`src/rtl/demo_pkg.sv`:
```
// ---------------------------------------------------------------------------
// demo_pkg
// Shared definitions for the demo timeline engine:
//   - seq_state_e  : sequencer FSM states (PAUSE / PLAY / DONE)
//   - CTRL_BITS    : control word width, taken from `DEMO_CONTROL_BITS
//                    (defaults to 16 when the macro is not supplied)
//   - ctrl_word_t  : field layout of the decoded control word
//   - CTRL_*       : bit indices of the control word fields
// Optional build macro used elsewhere in the slice: DEMO_SEQ_JUMP_EN.
// ---------------------------------------------------------------------------
`ifndef DEMO_CONTROL_BITS
`define DEMO_CONTROL_BITS 16
`endif

package demo_pkg;

    localparam int CTRL_BITS = `DEMO_CONTROL_BITS;

    typedef enum logic [1:0] {
        PAUSE = 2'd0,
        PLAY  = 2'd1,
        DONE  = 2'd2
    } seq_state_e;

    // Control word, MSB first. Occupies the low 16 bits of the control bus;
    // any wider bus is zero-padded above.
    typedef struct packed {
        logic       melody_en;    // [15]    melody voice on from section 2
        logic       drum_en;      // [14]    drums on from section 1
        logic [1:0] wave_mode;    // [13:12] synth waveform, changes every 2 sections
        logic [5:0] logo_lines;   // [11:6]  logo raster line count, follows the frame
        logic [2:0] pattern;      // [5:3]   pattern step within the section
        logic [2:0] afl_section;  // [2:0]   section index for effect/logo selection
    } ctrl_word_t;

    localparam int CTRL_AFL_LSB     = 0;
    localparam int CTRL_PATTERN_LSB = 3;
    localparam int CTRL_LOGO_LSB    = 6;
    localparam int CTRL_WAVE_LSB    = 12;
    localparam int CTRL_DRUM_BIT    = 14;
    localparam int CTRL_MELODY_BIT  = 15;

endpackage

```
`src/rtl/demo_sequencer_if.sv`:
```
// ---------------------------------------------------------------------------
// demo_sequencer_if
// Bundles the sequencer's timeline controls and its control-word outputs.
//   master : the sequencer (receives tick/run/loop/restart/jump, drives
//            timer/section/control/section_start/done)
//   slave  : the frame-tick source and control-word consumers
// Signals:
//   tick, run, loop, restart, jump_valid : 1-bit controls
//   jump_section  : TIME_BITS-SECTION_SHIFT bits, jump target section
//   timer         : TIME_BITS bits, current demo time
//   section       : TIME_BITS-SECTION_SHIFT bits, section of control
//   control       : CONTROL_BITS bits, registered control word
//   section_start : 1-cycle pulse on entry to a new section
//   done          : high in DONE
// ---------------------------------------------------------------------------
interface demo_sequencer_if #(
    parameter int TIME_BITS     = 13,
    parameter int SECTION_SHIFT = 10,
    parameter int CONTROL_BITS  = demo_pkg::CTRL_BITS
);
    logic                                tick;
    logic                                run;
    logic                                loop;
    logic                                restart;
    logic                                jump_valid;
    logic [TIME_BITS-SECTION_SHIFT-1:0]  jump_section;
    logic [TIME_BITS-1:0]                timer;
    logic [TIME_BITS-SECTION_SHIFT-1:0]  section;
    logic [CONTROL_BITS-1:0]             control;
    logic                                section_start;
    logic                                done;

    modport master (
        input  tick, run, loop, restart, jump_valid, jump_section,
        output timer, section, control, section_start, done
    );

    modport slave (
        output tick, run, loop, restart, jump_valid, jump_section,
        input  timer, section, control, section_start, done
    );
endinterface

```
`src/rtl/demo_section_decode.sv`:
```
// ---------------------------------------------------------------------------
// demo_section_decode
// Purely combinational map from demo time to control word.
// Ports:
//   timer_i   in  TIME_BITS     demo time
//   control_o out CONTROL_BITS  decoded control word (layout: demo_pkg::ctrl_word_t)
// ---------------------------------------------------------------------------
module demo_section_decode
    import demo_pkg::*;
#(
    parameter int TIME_BITS     = 13,
    parameter int SECTION_SHIFT = 10,
    parameter int CONTROL_BITS  = CTRL_BITS
) (
    input  logic [TIME_BITS-1:0]    timer_i,
    output logic [CONTROL_BITS-1:0] control_o
);

    logic [TIME_BITS-1:0] sec_full;
    ctrl_word_t           word;

    assign sec_full = timer_i >> SECTION_SHIFT;

    always_comb begin
        word.afl_section = 3'(sec_full);
        // Top three bits of the in-section offset: eight pattern steps per section.
        word.pattern     = 3'(timer_i >> (SECTION_SHIFT - 3));
        word.logo_lines  = 6'(timer_i);
        word.wave_mode   = 2'(sec_full >> 1);
        word.drum_en     = (sec_full != '0);
        word.melody_en   = (sec_full >= TIME_BITS'(2));
    end

    assign control_o = CONTROL_BITS'(word);

endmodule

```
`src/rtl/demo_sequencer.sv`:
```
// ---------------------------------------------------------------------------
// demo_sequencer
// Timeline engine: owns the demo timer, advances it on frame ticks under a
// PAUSE/PLAY/DONE state machine and registers the decoded control word.
// Ports:
//   clk    in  clock
//   reset  in  synchronous, active-high reset
//   bus    demo_sequencer_if.master (tick/run/loop/restart/jump in;
//          timer/section/control/section_start/done out)
// Build option: define DEMO_SEQ_JUMP_EN to enable section jumps; otherwise
// jump_valid/jump_section are accepted but ignored.
// All outputs are registers. section, control and section_start lag timer by
// one cycle, so the three always describe the same time step.
// ---------------------------------------------------------------------------
module demo_sequencer
    import demo_pkg::*;
#(
    parameter int TIME_BITS     = 13,
    parameter int SECTION_SHIFT = 10,
    parameter int NUM_SECTIONS  = 8,
    parameter int LOOP_SECTION  = 1,
    parameter int CONTROL_BITS  = CTRL_BITS
) (
    input  logic              clk,
    input  logic              reset,
    demo_sequencer_if.master  bus
);

    localparam int SEC_W = TIME_BITS - SECTION_SHIFT;
    localparam logic [TIME_BITS-1:0] LAST_TIME = TIME_BITS'((NUM_SECTIONS << SECTION_SHIFT) - 1);
    localparam logic [TIME_BITS-1:0] LOOP_TIME = TIME_BITS'(LOOP_SECTION << SECTION_SHIFT);

    seq_state_e              state_q, state_d;
    logic [TIME_BITS-1:0]    timer_q, timer_d;
    logic [CONTROL_BITS-1:0] control_q, control_d;
    logic [SEC_W-1:0]        section_q;
    logic                    section_start_q;
    logic                    done_q;
    logic                    primed_q;      // low until the first post-reset step has been registered
    logic [SEC_W-1:0]        cur_section;
    logic                    jump_take;

    assign cur_section = timer_q[TIME_BITS-1:SECTION_SHIFT];

`ifdef DEMO_SEQ_JUMP_EN
    localparam bit ALL_JUMPS_OK = NUM_SECTIONS >= (1 << SEC_W);
    assign jump_take = bus.jump_valid &&
                       (ALL_JUMPS_OK || ((SEC_W+1)'(bus.jump_section) < (SEC_W+1)'(NUM_SECTIONS)));
`else
    logic unused_jump;
    assign jump_take   = 1'b0;
    assign unused_jump = ^{bus.jump_valid, bus.jump_section};
`endif

    demo_section_decode #(
        .TIME_BITS     (TIME_BITS),
        .SECTION_SHIFT (SECTION_SHIFT),
        .CONTROL_BITS  (CONTROL_BITS)
    ) u_decode (
        .timer_i   (timer_q),
        .control_o (control_d)
    );

    // Priority: restart > jump > run/tick.
    always_comb begin
        // NOTE: every next-state value gets a default first so no path can
        // leave it unassigned and infer a latch.
        state_d = state_q;
        timer_d = timer_q;
        if (bus.restart) begin
            timer_d = '0;
            state_d = bus.run ? PLAY : PAUSE;
        end else if (jump_take) begin
            timer_d = {bus.jump_section, {SECTION_SHIFT{1'b0}}};
            state_d = bus.run ? PLAY : PAUSE;
        end else begin
            case (state_q)
                PAUSE: if (bus.run) state_d = PLAY;
                PLAY: begin
                    // run is looked at before tick: dropping run freezes this very step.
                    if (!bus.run) begin
                        state_d = PAUSE;
                    end else if (bus.tick) begin
                        if (timer_q == LAST_TIME) begin
                            if (bus.loop) timer_d = LOOP_TIME;
                            else          state_d = DONE;
                        end else begin
                            timer_d = timer_q + 1'b1;
                        end
                    end
                end
                default: ;  // DONE: left only through restart or jump
            endcase
        end
    end

    always_ff @(posedge clk) begin
        // NOTE: state uses non-blocking assignments only, and reset is
        // synchronous here, so it is tested inside the clocked block.
        if (reset) begin
            state_q         <= PAUSE;
            timer_q         <= '0;
            control_q       <= '0;
            section_q       <= '0;
            section_start_q <= 1'b0;
            done_q          <= 1'b0;
            primed_q        <= 1'b0;
        end else begin
            state_q         <= state_d;
            timer_q         <= timer_d;
            control_q       <= control_d;
            section_q       <= cur_section;
            // First registered step after reset counts as entering section 0.
            section_start_q <= !primed_q || (cur_section != section_q);
            done_q          <= (state_d == DONE);
            primed_q        <= 1'b1;
        end
    end

    assign bus.timer         = timer_q;
    assign bus.section       = section_q;
    assign bus.control       = control_q;
    assign bus.section_start = section_start_q;
    assign bus.done          = done_q;

endmodule

```
`src/flat_wrapper.sv`:
```
// flat-port wrapper written by rule: the top's interface ports become plain ports
module demo_sequencer_flat import demo_pkg::*;
#(
    parameter int TIME_BITS     = 13,
    parameter int SECTION_SHIFT = 10,
    parameter int NUM_SECTIONS  = 8,
    parameter int LOOP_SECTION  = 1,
    parameter int CONTROL_BITS  = CTRL_BITS
)
  (clk, reset, bus_tick, bus_run, bus_loop, bus_restart, bus_jump_valid, bus_jump_section, bus_timer, bus_section, bus_control, bus_section_start, bus_done);
  demo_sequencer_if #(.TIME_BITS(TIME_BITS), .SECTION_SHIFT(SECTION_SHIFT), .CONTROL_BITS(CONTROL_BITS)) bus_i ();
  input  logic clk;
  input  logic reset;
  input wire logic [$bits(bus_i.tick)-1:0] bus_tick;
  input wire logic [$bits(bus_i.run)-1:0] bus_run;
  input wire logic [$bits(bus_i.loop)-1:0] bus_loop;
  input wire logic [$bits(bus_i.restart)-1:0] bus_restart;
  input wire logic [$bits(bus_i.jump_valid)-1:0] bus_jump_valid;
  input wire logic [$bits(bus_i.jump_section)-1:0] bus_jump_section;
  output wire logic [$bits(bus_i.timer)-1:0] bus_timer;
  output wire logic [$bits(bus_i.section)-1:0] bus_section;
  output wire logic [$bits(bus_i.control)-1:0] bus_control;
  output wire logic [$bits(bus_i.section_start)-1:0] bus_section_start;
  output wire logic [$bits(bus_i.done)-1:0] bus_done;
  assign bus_i.tick = bus_tick;
  assign bus_i.run = bus_run;
  assign bus_i.loop = bus_loop;
  assign bus_i.restart = bus_restart;
  assign bus_i.jump_valid = bus_jump_valid;
  assign bus_i.jump_section = bus_jump_section;
  assign bus_timer = bus_i.timer;
  assign bus_section = bus_i.section;
  assign bus_control = bus_i.control;
  assign bus_section_start = bus_i.section_start;
  assign bus_done = bus_i.done;
  demo_sequencer #(.TIME_BITS(TIME_BITS), .SECTION_SHIFT(SECTION_SHIFT), .NUM_SECTIONS(NUM_SECTIONS), .LOOP_SECTION(LOOP_SECTION), .CONTROL_BITS(CONTROL_BITS)) u_core (.clk(clk), .reset(reset), .bus(bus_i));
endmodule
```
`config.mk`:
```
export PLATFORM = sky130hd
export DESIGN_NAME = demo_sequencer_flat
export DESIGN_NICKNAME = d
export VERILOG_FILES = /design/src/rtl/demo_pkg.sv /design/src/rtl/demo_sequencer_if.sv /design/src/rtl/demo_section_decode.sv /design/src/rtl/demo_sequencer.sv /design/src/flat_wrapper.sv
export SDC_FILE = /design/constraint.sdc
export NUM_CORES = 1
export LEC_CHECK = 0
export ABC_AREA = 0
export CORE_MARGIN = 2
export CORE_UTILIZATION = 47
export CTS_BUF_LIST = sky130_fd_sc_hd__clkbuf_8
export DETAILED_ROUTE_END_ITERATION = 8
export PLACE_DENSITY = 0.78
export SLEW_MARGIN = 30
export SYNTH_ARGS = -nofsm -noshare
export SYNTH_HDL_FRONTEND = slang
export SYNTH_SLANG_ARGS = --single-unit
```
`constraint.sdc`:
```
create_clock -name clk -period 2.4 [get_ports clk]
set_input_delay 0.24 -clock clk [delete_from_list [all_inputs] [get_ports clk]]
set_output_delay 0.24 -clock clk [all_outputs]
set_load 0.05 [all_outputs]
```
# --- After elaboration in Yosys (flattened, before gate mapping) ---
# Index checks and enable logic that the tools add are counted.
totals:
  output_inout_bits: 34
  elab_cells: 31
  ff_bits: 37
  in_bits: 10
op_classes:
  reduce_logical: 6
  order_cmp: 1
  mux: 11
  eq_ne: 5
  n_addsub: 1
op_table:
  columns: ["operator", "n"]
  rows:
  - ["$mux 13", 2]
  - ["$add 13x1->13 const B", 1]
  - ["$eq 13x13->1 const B", 1]
  - ["$reduce_bool 13->1", 1]
  - ["$mux 2", 6]
  - ["$pmux 2 s2", 1]
  - ["$reduce_and 4->1", 1]
  - ["$ge 3x2->1 const B", 1]
  - ["$ne 3x3->1", 1]
  - ["$eq 2x1->1 const B", 1]
  - ["$eq 2x2->1 const B", 1]
  - ["$logic_not 2->1", 1]
  - ["$mux 1", 2]
  - ["$ne 2x2->1 const B", 1]
  - ["$reduce_or 2->1", 1]
  - ["$logic_not 1->1", 1]
  - ["$logic_or 1x1->1", 1]

# --- Longest topological paths before layout ---
# Gate-level depths: netlist (run 1).
logic_depth:
  ltp_word: 7
  ltp_mapped: 6
  mapped_depth_nobuf: 5

# --- Cells and area by module ---
# From an unflattened synthesis (run 1), not the netlist that was laid out.
hier_totals:
  cells_unflattened: 161
  area_unflattened_um2: 1571.5
modules_own_cells:
  columns: ["module", "seq_area_each_um2", "cells_per_inst", "n_inst", "area_per_inst_um2"]
  rows:
  - ["demo_sequencer", 740.7, 145, 1, 1453.9]
  - ["demo_section_decode", 0.0, 16, 1, 117.6]

# --- Least setup slack after synthesis (run 1) ---
# Ideal clock, no wire load.
synth_timing:
  kind: "reg2reg"
  from: "register u_core.timer_q[6] (netlist: u_core.bus.timer[6])"
  to: "register u_core.timer_q[9] (netlist: u_core.bus.timer[9])"
  setup_slack_ns: 0.415
  setup_time_ns: 0.070
  n_path_buf: 0
  path_stages_with_launch: 5
  period_less_slack_ns: 1.985
  t_arrival_ns: 1.915
  t_required_ns: 2.330
  cell_sequence: "dfxtp_1 > nand3_1 > or4_4 > or3_1 > a21oi_1"
synth_via:
  elab_chain_cells: 3
  elab_cells_between_ends: 5
  classes_between: "1 x add/sub; 2 x eq/ne; 1 x mux; 1 x reduce/logical"
synth_lines:
  columns: ["item", "line_no", "rtl"]
  rows:
  - ["from (decl)", "demo_sequencer.sv:34", "logic [TIME_BITS-1:0] timer_q, timer_d;"]
  - ["from (signal assigned)", "demo_sequencer.sv:110", "timer_q <= timer_d;"]
  - ["branches (longest 3 deep; another with $add 13x1->13)", null, null]
# Several ways; the timed one is not identified.
# A chain may end at the register's enable or synchronous reset.

# --- Worst setup path after layout (run 1) ---
layout_timing:
  from: "register u_core.timer_q[0] (netlist: u_core.bus.timer[0])"
  to: "register u_core.timer_q[7] (netlist: u_core.bus.timer[7])"
# The elaborated chain is that of the path after synthesis.

==> results summary, run 1 <==
The critical path is of the flip-flop to flip-flop type. The number of global-route vias before repair came out at 1055. The area fraction of the dominant cell type after synthesis is 0.458. At the pin with the least slew margin, the transition time is 529 ps. The count of hold buffers inserted by post-cts repair came out at 0. The fraction of the cycle the final worst path needs came out at 0.841. The number of hold violations in the final report is 0. The tightest slew margin relative to the limit is 0.646. The remaining antenna violation count came out at 0.

The number of max-cap violations is 0. The average via count per standard cell came out at 5.51. The count of flip-flops with a built-in enable after synthesis came out at 0. STA classifies the critical path endpoint as a flip-flop. The largest net degree at the start of global routing is 13. The final-report max-slew violation count was 0.

The final setup violation count came out at 0. The total area of multi-input combinational cells is 583 µm². The placer congestion estimate is 0.856. Of all nets on the critical path, the largest fanout is 11. The async set-or-reset flop fraction in the synthesized netlist is 0. The post-detailed-routing wire length is 2960 µm. The worst register-to-register path begins at u_core.bus.timer[0]. In the post-synthesis netlist, the biggest area contributors are dfxtp_1, buf_4, a21oi_1, nor2b_1, nor3_1.

The power density over cell area is 597 mW/mm². The clock-pin slew on the worst setup and hold paths is 60 ps. The final core utilization came out at 0.649. The count of unique library cells instantiated by Yosys came out at 34. The average routed wire per standard cell came out at 13.8 µm.

The largest area contributor in the netlist is dfxtp_1. The count of inserted antenna diode cells is 0. The worst clock skew came out at 3.20 ps. The number of DRC markers in iteration 0 is 34. The initial antenna violation count is 0. The post-synth net total came out at 167. The die area came out at 0.00343 mm².

The HPWL after detailed placement came out at 2200 µm. In the synthesized netlist, the cells that appear most often are dfxtp_1, buf_4, a21oi_1. The post-route setup TNS is 0 ps. The final period demand of the worst path is 2020 ps.

The flow ran to the end, and the final reports show no timing, DRC or antenna violations. The data arrival at the endpoint of the critical path came out at 2180 ps. The first-pass iteration count of the detailed router is 4. The data required time of the critical path came out at 2560 ps. The most used flip-flop cell after synthesis is dfxtp_1. The layout overhead on the synthesized area came out at 29.1%.

The number of nets in the final layout came out at 193. The count of filler cells inserted in the layout came out at 230. The slack of the worst reg-to-reg path is 380 ps. The buffers inserted during post-CTS setup optimization came out at 0. The number of synthesis warnings came out at 0. TritonCTS built the clock tree.

The area of all sequential standard cells is 641 µm². For this design the static power due to leakage is 0.608 nW. The flip-flop and latch count after synthesis came out at 32. The path type of the worst min-delay path is flip-flop to flip-flop. The upper clock frequency limit is 0.496 GHz. The area of the core is 0.00278 mm². The post-synthesis average cell area came out at 8.97 µm². Before CTS, the worst setup slack after placement is 285 ps.

The number of remaining DRC errors is 0. Setup repair after global routing left no endpoint under its margin. The worst register-to-register path has a depth of 5. The number of placed I/O pins is 44. The number of sinks driven by the clock tree is 32. The cell count after synthesis came out at 156. The worst setup path startpoint is u_core.bus.timer[0]. The die is 58.6 µm tall. The post-cts resize count is 0. The summed instance area of the synthesized netlist is 0.00140 mm². The floorplan row count came out at 19. The combined global-route utilization of all metal layers is 0.192.

The post-route worst setup slack is 382 ps. Of the synthesized area, sequential elements account for 0.458. The worst setup path is launched from a flip-flop.

In this run the deepest clock path goes through 2 buffers. For this configuration, the core starts out at a cell density of 0.503. The total via count in the routed design came out at 1179.

The clock insertion delay at the later pin of the skew report came out at 290 ps. The quantity of I/O buffers inserted on ports came out at 39. The critical path ends at u_core.bus.timer[7]. The die is 58.6 µm wide. The share of post-route cells with drive strength above 1 came out at 0.0656. The CTS H-tree depth is 2.

The endpoint identified for the worst register-to-register timing path is u_core.bus.timer[7]. The maximum vdd ir drop is 0.429 mV. The number of buffers added by the clock tree synthesis step came out at 5.

The total congestion overflow is 0. The first-pass GRT wire length came out at 4880 µm. The most instantiated library cell after synthesis is dfxtp_1.

The root buffer cell chosen for the clock tree is clkbuf_8.
## through the flow
| step | cell area [µm²] | hold WS (ps) | power, mW | instances |
|---|---|---|---|---|
| CTS | 1810 | 487 | 1.08 | 214 |
| global placement | 1700 | 435 | 0.586 | 206 |
| detailed placement | 1700 | 478 | 0.588 | 206 |
| finish | 1810 | 478 | 1.08 | 214 |
| global route | 1810 | 489 | 1.11 | 214 |
| floorplan | 1400 | 317 | 0.568 | 156 |
## flip-flops by register name, indices dropped and copies added, names as in the netlist
name and flops:
u_core.primed_q 1, u_core.bus.section 2, u_core.bus.done 1, u_core.bus.section_start 1, u_core.bus.timer 13, u_core.state_q 2
u_core.bus.control 12
## worst max-delay path: stages, from the launching register on
cell and delay (ps):
dfxtp_1 410, ha_1 240, nand4_1 270, nor3_1 430, a211o_1 430, nor3_1 110
## placed cells by master (no fill, tap or decap), drive strengths merged, types with 2 or more instances in the layout
master,count
nor3,9
inv,7
or3,6
o31ai,4
o21ai,4
nand2,6
nor4,3
nand3b,2
buf,3
xnor2,3
nor2,10
dfxtp,32
nand3,7
clkbuf,5
clkdlybuf4s50,39
a21oi,14
nor2b,9
or4,3
## power by group
part	leakage, nW	total (mW)	internal, mW	switching, mW
clock	0.0593	0.502	0.303	0.199
combinational	0.291	0.0387	0.0160	0.0227
sequential	0.259	0.537	0.534	0.00295
total	0.608	1.08	0.854	0.224
## metal layers
layer | wire, µm | vias up | track usage | part of all wire
li1 | - | 585 | - | -
met1 | 1300 | 557 | 0.237 | 0.44
met2 | 1430 | 30 | 0.299 | 0.48
met3 | 175 | 7 | 0.0769 | 0.059
met4 | 51 | 0 | 0.0797 | 0.017
met5 | 0 | - | 0 | 0
## cells by family (layout without fill, tap and decap cells)
| family | count (synthesis) | count (layout) | synth area share |
|---|---|---|---|
| DFF | 32 | 32 | 0.458 |
| and+or+nand+nor | 61 | 61 | 0.253 |
| adders and majority gates | 1 | 1 | 0.00894 |
| muxes | 1 | 1 | 0.00716 |
| AOI/OAI and AO/OA | 29 | 29 | 0.129 |
| buffers and inverters | 29 | 56 | 0.125 |
| xor gates and xnor gates | 3 | 3 | 0.0188 |
## worst min-delay path by stage
stage	startpoint	end	slack (ps)	cells after the start
3_5_place_dp	u_core.primed_q	u_core.bus.section_start	480	1
5_1_grt	u_core.primed_q	u_core.bus.section_start	490	1
4_1_cts	u_core.primed_q	u_core.bus.section_start	490	1
3_3_place_gp	u_core.primed_q	u_core.bus.section_start	430	1
6_report	u_core.primed_q	u_core.bus.section_start	480	1
2_1_floorplan	bus_restart	u_core.bus.timer[8]	320	1
## area by class of cell
cell class                      instances  area share
Clock buffer                            5      0.0381
Clock inverter                          3      0.0215
Inverter                                6      0.0125
Multi-Input combinational cell         95       0.323
Sequential cell                        32       0.355
Tap cell                               31      0.0215
Timing Repair Buffer                   42       0.229
No activity file was read; power rests on OpenSTA's default activity.
==> run 2, diff against run 1 <==
--- a/config.mk
+++ b/config.mk
@@ -7,10 +7,10 @@
 export LEC_CHECK = 0
 export ABC_AREA = 0
 export CORE_MARGIN = 2
-export CORE_UTILIZATION = 47
+export CORE_UTILIZATION = 43
 export CTS_BUF_LIST = sky130_fd_sc_hd__clkbuf_8
 export DETAILED_ROUTE_END_ITERATION = 8
-export PLACE_DENSITY = 0.78
+export PLACE_DENSITY = 0.75
 export SLEW_MARGIN = 30
 export SYNTH_ARGS = -nofsm -noshare
 export SYNTH_HDL_FRONTEND = slang
==> constraint.sdc (replaced) <==
create_clock -name clk -period 1.7 [get_ports clk]
set_input_delay 0.17 -clock clk [delete_from_list [all_inputs] [get_ports clk]]
set_output_delay 0.17 -clock clk [all_outputs]
set_load 0.05 [all_outputs]
==> run 2 against run 1 <==
  * Sequential power is 41% higher
  * Register-to-register slack worse by 350 ps
  * Critical path type is now input port to flip-flop
  * Largest power group unchanged
  * Sequential share of layout area decreased by 3.4 points
  * Largest cell class unchanged
==> results summary, run 2 (synthesis results as in run 1) <==
The final-report max-slew violation count came out at 0 (unchanged). The post-placement setup slack was -266 ps (-551 ps). The final core utilization is 0.657 (+0.00819). The maximum vdd ir drop was 0.480 mV (+12%).

The number of max-cap violations is 0 (unchanged). The HPWL after detailed placement is 2510 µm (+14%). Setup repair after global routing could not meet its margin everywhere. The clock-pin slew on the worst setup and hold paths is 60 ps (about the same). The worst clock skew is 1.84 ps (-1.36 ps). The flow ran to the end, and the final reports show no timing, DRC or antenna violations. The number of cells on the worst hold path came to 1 (unchanged).

The tightest slew margin relative to the limit is 0.663 (+0.0168). The first-pass GRT wire length came to 5330 µm (+9.3%). The tree is rooted in a clkbuf_8. The final design area excluding fillers came to 0.00202 mm² (+12%).

STA classifies the critical path endpoint as a flip-flop. The power density over cell area is 717 mW/mm² (+20%). The number of hold violations in the final report is 0 (unchanged). Leaving out fill and tap cells, the most frequent cell in the layout is buf_4. The upper clock frequency limit is 0.589 GHz.

The number of nets in the final layout is 222 (+15%). The critical-path maximum fanout came out at 5 (-6). The quantity of I/O buffers inserted on ports came out at 39 (unchanged). The area of all sequential standard cells came to 648 µm² (+1.2%). The combined global-route utilization of all metal layers is 0.198 (+0.00521). The number of global-route vias before repair came out at 1153 (+9.3%). The count of inserted antenna diode cells is 0 (unchanged).

The layout overhead on the synthesized area came out at 44.6%. The clock insertion delay at the later pin of the skew report is 280 ps (about the same). The worst reg-to-reg path cell count is 6 (+1). The post-layout instance count excluding filler cells is 255 (+19%).

The area of the core came out at 0.00308 mm² (+11%). The sequential share of power came out at 0.522 (+0.024). The remaining antenna violation count is 0 (unchanged). The number of instances in the placed design is 244 (+18%). The leakage component of the power is 0.801 nW (+32%). The number of remaining DRC errors is 0 (unchanged). The average routed wire per standard cell is 13.2 µm (-4.8%).

The internal power summed over all cells is 1.15 mW (+34%). The count of hold buffers inserted by post-cts repair is 0 (unchanged). The initial antenna violation count is 0 (unchanged).

The post-detailed-routing wire length is 3360 µm (+13%). The path type of the worst min-delay path is flip-flop to flip-flop. The number of DRC markers in iteration 0 is 38 (+12%). The average via count per standard cell came out at 5.05 (-8.4%). The clock network fraction of total power came out at 0.430 (-0.036). The floorplan die height came out at 61.0 µm (+4.2%). The starting density of the core is 0.454 (-0.0485). The slew of the pin with the lowest slew margin is 504 ps (-25.1 ps). The largest net degree at the start of global routing came out at 13 (unchanged). The number of buffers added by the clock tree synthesis step is 5 (unchanged). The horizontal extent of the die came out at 61.0 µm (+4.2%).

The critical path class is input port to flip-flop. The total area of multi-input combinational cells is 614 µm² (+5.4%). The floorplan row count is 20 (+1). The final period demand of the worst path is 1700 ps. The power after layout is 1.45 mW (+35%).

The number of sinks driven by the clock tree is 32 (unchanged). The die area is 0.00373 mm² (+8.6%). The final setup violation count is 0 (unchanged). The part of the power in combinational logic is 0.048 (+0.012). The data required time of the critical path came to 1910 ps (-650 ps). The clock tree from TritonCTS is done. The post-detailed-placement cell area is 0.00186 mm² (+9.8%). The data arrival at the endpoint of the critical path came out at 1910 ps (-270 ps). The total via count in the routed design came to 1287 (+9.2%). The launching element type of the critical path is an input port. The number of placed I/O pins came out at 44 (unchanged).

The library cells used most frequently in the layout, excluding fill and tap cells, are buf_4, dfxtp_1, clkdlybuf4s50_1, a21oi_1, nor2_1. The switching part of the total power is 0.209 (+0.000873). The CTS H-tree depth is 2 (unchanged). The clock tree buffer depth was 2 (unchanged). The post-route worst setup slack is 1.92 ps (-380 ps). The net switching power of the design is 0.303 mW (+35%). In the finished design, the share of the clock period the worst path needs comes to 0.999. The first-pass iteration count of the detailed router is 6 (+2). The share of post-route cells with drive strength above 1 came out at 0.318 (+0.252). The placer congestion estimate is 0.839 (-1.9%).

The number of flip-flops under the largest register name was 13 (unchanged). The total congestion overflow is 0 (unchanged). The count of filler cells inserted in the layout is 257 (+12%).

The post-route setup TNS is 0 ps (unchanged). The worst hold-check slack came out at 441 ps (-37.4 ps).
-- run 2: layer usage --
layer	GRT usage	up-vias	wire, µm
li1	-	649	-
met1	0.247	605	1480
met2	0.319	29	1700
met3	0.0567	4	143
met4	0.0839	0	40
met5	0	-	0
-- run 2: repair_timing --
action	CTS	global route
pin swaps	1	5
endpoints found under the setup margin	7	13
endpoints found under the hold margin	0	0
gates resized for setup	1	7
buffers inserted	2	2
-- run 2: critical path: stages --
cell             delay (ps)
clkdlybuf4s50_1         580
nand4b_4                120
or4_4                   550
or3_1                   360
a21oi_1                 140
-- run 2: path summary, 6_finish.rpt --
kind,from,to,slack [ps]
hold / removal,u_core.primed_q,u_core.bus.section_start,440
setup reg to reg,u_core.bus.timer[1],u_core.bus.timer[6],30
setup / recovery,bus_run,u_core.bus.timer[9],2
hold reg to reg,u_core.primed_q,u_core.bus.section_start,440
-- run 2: cell type report --
| class | count | area share |
|---|---|---|
| clock buffers | 7 | 0.0476 |
| flip-flops and latches | 32 | 0.320 |
| inverters | 6 | 0.0111 |
| multi-input cells | 95 | 0.304 |
| repair buffers | 71 | 0.290 |
| well taps | 44 | 0.0272 |
-- run 2: power groups by stage --
| stage | combinational (mW) | sequential, mW | clock, mW |
|---|---|---|---|
| 3_5_place_dp | 0.0680 | 0.773 | 0 |
| 3_3_place_gp | 0.0660 | 0.773 | 0 |
| 4_1_cts | 0.0682 | 0.756 | 0.639 |
| 2_1_floorplan | 0.0227 | 0.778 | 0 |
| 6_report | 0.0702 | 0.757 | 0.624 |
| 5_1_grt | 0.0754 | 0.757 | 0.675 |
